`config.mk`:
```
export PLATFORM = sky130hd
export DESIGN_NAME = if_fetch_ctrl
export DESIGN_NICKNAME = d
export VERILOG_FILES = /design/src/rtl/if_fetch_ctrl.sv
export SDC_FILE = /design/constraint.sdc
export NUM_CORES = 1
export LEC_CHECK = 0
export CAP_MARGIN = 20
export CORE_MARGIN = 2
export CORE_UTILIZATION = 40
export DETAILED_ROUTE_END_ITERATION = 10
export GPL_TIMING_DRIVEN = 0
export PLACE_DENSITY = 0.83
export SLEW_MARGIN = 20
export SYNTH_ARGS = -nofsm -noshare
export SYNTH_HDL_FRONTEND = slang
export SYNTH_SLANG_ARGS = --single-unit
```
`constraint.sdc`:
```
create_clock -name i_clk -period 3.2 [get_ports i_clk]
set_clock_uncertainty 0.05 [all_clocks]
set_input_delay 0.64 -clock i_clk [delete_from_list [all_inputs] [get_ports i_clk]]
set_output_delay 0.64 -clock i_clk [all_outputs]
set_load 0.02 [all_outputs]
```
`src/rtl/if_fetch_ctrl.sv`:
```
// Fetch sequencer for a single-outstanding, multi-cycle instruction memory.
// Issues one read per instruction, stalls the PC until delivery, and handles redirects.
module if_fetch_ctrl #(
    parameter int unsigned TIMEOUT = 15
) (
    input  logic        i_clk,
    input  logic        i_rst,
    input  logic [31:0] i_pc,
    input  logic        i_b_exe,
    input  logic        i_hazard,
    output logic        o_mem_req,
    output logic [31:0] o_mem_addr,
    input  logic [31:0] i_mem_rdata,
    input  logic        i_mem_rvalid,
    output logic [31:0] o_inst_out,
    output logic        o_inst_valid,
    output logic        o_fetch_stall,
    output logic        o_err_timeout,
    output logic        o_err_spurious
);

    localparam logic [7:0] TimeoutCnt = 8'(TIMEOUT);

    typedef enum logic [1:0] {
        StIdle,
        StWait,
        StDeliver,
        StDiscard
    } state_e;

    state_e      r_state;
    state_e      w_state_next;
    logic [7:0]  r_wait_cnt;
    logic [7:0]  w_wait_cnt_next;
    logic [7:0]  w_cnt_inc;
    logic        w_expire;
    logic [31:0] r_inst_out;
    logic [31:0] w_inst_next;
    logic        r_inst_valid;
    logic        r_err_timeout;
    logic        r_err_spurious;
    logic        w_req;
    logic        w_timeout_set;
    logic        w_spurious_set;

    assign w_cnt_inc = r_wait_cnt + 8'd1;
    // Fires on the cycle whose increment would bring the count to TIMEOUT.
    assign w_expire  = (w_cnt_inc == TimeoutCnt);

    always_comb begin
        w_state_next    = r_state;
        w_wait_cnt_next = r_wait_cnt;
        w_inst_next     = r_inst_out;
        w_req           = 1'b0;
        w_timeout_set   = 1'b0;
        w_spurious_set  = 1'b0;
        unique case (r_state)
            StIdle: begin
                w_spurious_set = i_mem_rvalid;
                if (!i_b_exe) begin
                    w_req           = 1'b1;
                    w_state_next    = StWait;
                    w_wait_cnt_next = 8'd0;
                end
            end
            StWait: begin
                if (i_b_exe) begin
                    if (i_mem_rvalid) begin
                        w_state_next = StIdle;
                    end else begin
                        w_state_next    = StDiscard;
                        w_wait_cnt_next = 8'd0;
                    end
                end else if (i_mem_rvalid) begin
                    w_inst_next  = i_mem_rdata;
                    w_state_next = StDeliver;
                end else if (w_expire) begin
                    w_timeout_set   = 1'b1;
                    w_state_next    = StIdle;
                    w_wait_cnt_next = w_cnt_inc;
                end else begin
                    w_wait_cnt_next = w_cnt_inc;
                end
            end
            StDeliver: begin
                w_spurious_set = i_mem_rvalid;
                if (i_b_exe || !i_hazard) begin
                    w_state_next = StIdle;
                end
            end
            StDiscard: begin
                if (i_mem_rvalid) begin
                    w_state_next = StIdle;
                end else if (w_expire) begin
                    w_timeout_set   = 1'b1;
                    w_state_next    = StIdle;
                    w_wait_cnt_next = w_cnt_inc;
                end else begin
                    w_wait_cnt_next = w_cnt_inc;
                end
            end
            default: begin
                w_state_next = StIdle;
            end
        endcase
    end

    always_ff @(posedge i_clk) begin
        if (!i_rst) begin
            r_state        <= StIdle;
            r_wait_cnt     <= 8'd0;
            r_inst_out     <= 32'd0;
            r_inst_valid   <= 1'b0;
            r_err_timeout  <= 1'b0;
            r_err_spurious <= 1'b0;
        end else begin
            r_state        <= w_state_next;
            r_wait_cnt     <= w_wait_cnt_next;
            r_inst_out     <= w_inst_next;
            r_inst_valid   <= (w_state_next == StDeliver);
            r_err_timeout  <= r_err_timeout | w_timeout_set;
            r_err_spurious <= r_err_spurious | w_spurious_set;
        end
    end

    // Reset overrides the combinational handshake so nothing leaks while held.
    assign o_mem_req      = i_rst & w_req;
    assign o_mem_addr     = i_pc;
    assign o_fetch_stall  = !i_rst | !(((r_state == StDeliver) && !i_hazard) || i_b_exe);
    assign o_inst_out     = r_inst_out;
    assign o_inst_valid   = r_inst_valid;
    assign o_err_timeout  = r_err_timeout;
    assign o_err_spurious = r_err_spurious;

endmodule
```
# After elaboration in Yosys (flattened, before gate mapping)
# Index checks and enable logic that the tools add are counted.
# W data, S select, Z words.
totals:
  reg_bits: 45
  out_inout_bits: 69
  word_cells: 50
classes:
  eq_ne: 7
  reduce_logical: 11
  muxes: 20
  n_bitwise: 5
  add_sub_neg: 1
ops:
  columns: ["cell", "count"]
  rows:
  - ["$mux W8", 4]
  - ["$pmux W8 S3", 1]
  - ["$mux W2", 7]
  - ["$add A8 B1 Y8 const B", 1]
  - ["$eq A8 B4 Y1 const B", 1]
  - ["$pmux W2 S4", 1]
  - ["$eq A2 B2 Y1 const B", 3]
  - ["$mux W1", 6]
  - ["$reduce_and A3 Y1", 2]
  - ["$logic_not A1 Y1", 3]
  - ["$ne A3 B3 Y1 const B", 1]
  - ["$or A1 B1 Y1", 3]
  - ["$reduce_bool A3 Y1", 1]
  - ["$eq A2 B1 Y1 const B", 1]
  - ["$logic_not A2 Y1", 1]
  - ["$logic_or A1 B1 Y1", 2]
  - ["$ne A2 B2 Y1 const B", 1]
  - ["$pmux W1 S2", 1]
  - ["$reduce_or A2 Y1", 1]
  - ["$and A1 B1 Y1", 1]
  - ["$logic_and A1 B1 Y1", 1]
  - ["$not A1 Y1", 1]

# Logic depth before layout (Yosys ltp)
# Gate-level depths: netlist of the first run.
depth:
  word_depth: 7
  ltp_mapped: 7
  depth_no_buf: 5

# Worst setup path before layout of the first run
# No wires, ideal clock.
synth_path:
  kind: "in2out"
  start: "input port i_b_exe"
  end: "output port o_fetch_stall"
  t_arrival_ns: 1.247
  stages: 2
  path_slack_ns: 1.263
  path_buffers: 1
  required_time_ns: 2.510
  cell_sequence: "buf_6 o21ai_0"
synth_between:
  elab_chain_len: 3
synth_rtl:
  columns: ["element", "line", "source"]
  rows:
  - ["start, declared", "9", "input logic i_b_exe,"]
  - ["$logic_or A1 B1 Y1", "129", "assign o_fetch_stall = !i_rst | !(((r_state == StDeliver) && !i_hazard) || i_b_exe);"]
  - ["$logic_not A1 Y1", "129", null]
  - ["$or A1 B1 Y1", "129", null]
  - ["end, declared", "17", "output logic o_fetch_stall,"]
# Every way passes these cells.

# Worst setup path in the final report of the first run
layout_path:
  start: "input port i_rst"
  end: "output port o_mem_req"
layout_between:
  elab_chain_len: 1
layout_rtl:
  columns: ["element", "line", "source"]
  rows:
  - ["start, declared", "7", "input logic i_rst,"]
  - ["$and A1 B1 Y1", "127", "assign o_mem_req = i_rst & w_req;"]
  - ["end, declared", "11", "output logic o_mem_req,"]
# Every way passes these cells.

==> results of run 1 <==
critical path, cell delays in order:
cell	delay, ns
clkdlybuf4s50_1	0.52
clkbuf_1	0.34
and2_1	0.19
clkdlybuf4s50_1	0.59
final cells by class:
type	count	area (um2)
Tap cell	72	90.1
Fill cell	456	1990
Multi-Input combinational cell	171	1040
Clock buffer	5	68.8
Buffer	49	362
Sequential cell	45	901
Timing Repair Buffer	104	1040
Inverter	1	3.75
Clock inverter	3	46.3
stage by stage:
step	cell area [um2]	total power [uW]
after global placement	3440	850
after CTS	3550	1280
after detailed placement	3440	852
final	3550	1270
after global routing	3550	1320
after floorplan	2310	729
sequential cells by signal (all words and copies together), names as in the netlist:
signal          count
o_err_timeout       1
o_err_spurious      1
r_state             2
r_wait_cnt          8
o_inst_out         32
o_inst_valid        1
power by group:
group | total [uW] | leakage [uW] | switching, uW | internal, uW
clock | 429 | 0.0000543 | 195 | 234
combinational | 260 | 0.000911 | 109 | 151
sequential | 578 | 0.000364 | 5.72 | 572
total | 1270 | 0.00133 | 311 | 956
metal layers:
| metal | global-route usage | routed length, um |
|---|---|---|
| met5 | 0 | 0 |
| met4 | 0.0305 | 27 |
| met3 | 0.0486 | 443 |
| met2 | 0.302 | 2850 |
| met1 | 0.193 | 2110 |
worst max-delay path by stage:
stage	cells after the start	end	slack (ns)
CTS	4	o_mem_req	0.20
detailed placement	4	o_mem_req	0.20
floorplan	2	o_fetch_stall	1.26
finish	4	o_mem_req	0.22
global route	4	o_mem_req	0.15
global placement	4	o_mem_req	0.20
logic make-up (layout without fill, tap and decap cells):
group                    after synthesis  after routing  synth area share
AND/OR/NAND/NOR                      110            110             0.243
AO/OA/AOI/OAI                         55             55             0.178
buffers and inverters                 50            162             0.158
flip-flops                            45             45             0.390
XOR/XNOR                               4              4            0.0184
adder cells (fa/ha/maj)                2              2            0.0108
synth_stat cells, types with 3 or more instances:
| cell | instances | area (um2) |
|---|---|---|
| nand2_1 | 66 | 248 |
| nand3_1 | 3 | 15.0 |
| buf_2 | 4 | 20.0 |
| a21boi_0 | 5 | 37.5 |
| clkbuf_1 | 5 | 18.8 |
| dfxtp_1 | 45 | 901 |
| nand3b_1 | 4 | 30.0 |
| o21ai_0 | 6 | 30.0 |
| a21boi_1 | 32 | 240 |
| buf_6 | 6 | 67.6 |
| nor3_1 | 4 | 20.0 |
| buf_4 | 34 | 255 |
| nor2_1 | 7 | 26.3 |
| and2_1 | 5 | 31.3 |
==> impl_metrics.py, run 1 <==
metrics = {
    "floorplanning": {
        "ios": 138,
        "die_area_um2": 6390,
        "initial_utilization": 0.416,
        "die_w_um": 79.9,
        "die_h_um": 79.9,
        "rows": 27,
        "core_area_um2": 5540,
    },
    "synth": {
        "synth_area_um2": 2310,
        "synth_cell_types": 44,
        "ys_warn_count": 0,
        "synthCells": 266,
        "avgSynthCellArea_um2": 8.67,
        "ys_seq_area_frac": 0.390,
        "ys.flop_type": "dfxtp_1",
        "synth_edf_count": 0,
        "synth_fp_nets": 337,
        "ys_ff_latch": 45,
        "ys_async_sr_fraction": 0,
    },
    "global_route": {
        "grt_max_degree": 16,
        "grt_pass1_vias": 1947,
        "grt_first_pass_wirelength_um": 8580,
        "grt_usage": 0.166,
        "antenna_found_initial": 0,
        "grt_overflow": 0,
    },
    "place": {
        "portBuffers": 104,
        "gp_congestion": 0.798,
        "hpwl_um": 4250,
        "post-place-ws_ns": 0.199,
        "dp_cells": 442,
    },
    "run": {
        "maxCapViolCount": 0,
    },
    "layout": {
        "area_growth_pct": 54.0,
        "drive_above_1_share": 0.167,
        "layout.cells.non_filler": 450,
        "final_cell_mix": "clkdlybuf4s50_1 (104), nand2_1 (66), dfxtp_1 (45)",
        "diodes": 0,
        "fin_nets": 448,
        "final_common_cell": "clkdlybuf4s50_1",
        "final_core_util": 0.641,
    },
    "sta": {
        "post-route-period-util": 0.931,
        "worst_slew_pin_slew_ns": 0.472,
        "final_hold_viol_count": 0,
        "fmax_mhz": 336,
        "setup_violations": 0,
        "period_needed_ns": 2.98,
        "rsz0062_at_grt": "no",
        "holdWs_ns": 0.403,
        "slew_violations": 0,
        "slew_headroom": 0.684,
        "tns_ns": 0,
        "worst_slack_ns": 0.221,
    },
    "clock_network": {
        "cts_hold_buf": 0,
        "cts_root_buf": "clkbuf_8",
        "post-cts-setup-buffers": 0,
        "numCtsBuffers": 5,
        "insertion_delay_ns": 0.29,
        "clk_pin_slew_ns": 0.08,
        "cts-resized-gates": 0,
        "cts_max_level": 2,
        "cts.sinks": 45,
        "clockBufferDepth": 2,
        "cts_tree": "built",
    },
    "critical_path": {
        "cp_max_fo": 10,
        "end_kind": "primary output",
        "cp.arrival_ns": 2.29,
        "crit_type": "in -> out",
        "r2r_start": "r_wait_cnt[0]",
        "startpoint": "i_rst",
        "r2r-end": "o_err_timeout",
        "r2r_cells": 5,
        "rrSetupSlack_ns": 1.59,
        "cp.required_ns": 2.51,
        "cp-start-kind": "primary input",
    },
    "route": {
        "vias_per_cell": 4.73,
        "drc": 0,
        "vias": 2129,
        "drtAntennaViolNets": 0,
        "first_pass_iters": 4,
        "wl_um": 5430,
        "drt-initial-drc-count": 65,
        "wire_per_inst_um": 12.1,
    },
    "worst_hold_path": {
        "min_to": "o_inst_out[24]",
        "holdCritPathClass": "reg -> reg",
        "hp-start": "o_inst_out[24]",
        "holdPathStages": 2,
    },
    "status": {
        "status": "finished, final reports clean",
    },
    "pwr": {
        "power_density_nw_per_um2": 357,
        "ir_drop_mv": 0.192,
        "leakagePower_uw": 0.00133,
    },
}
(Power assumes the default switching activity.)
==> run 2, diff against run 1 <==
SLEW_MARGIN = unset   (was 20)
==> results of run 2 <==
The final DEF is identical to that of run 1; final timing and power are the same.
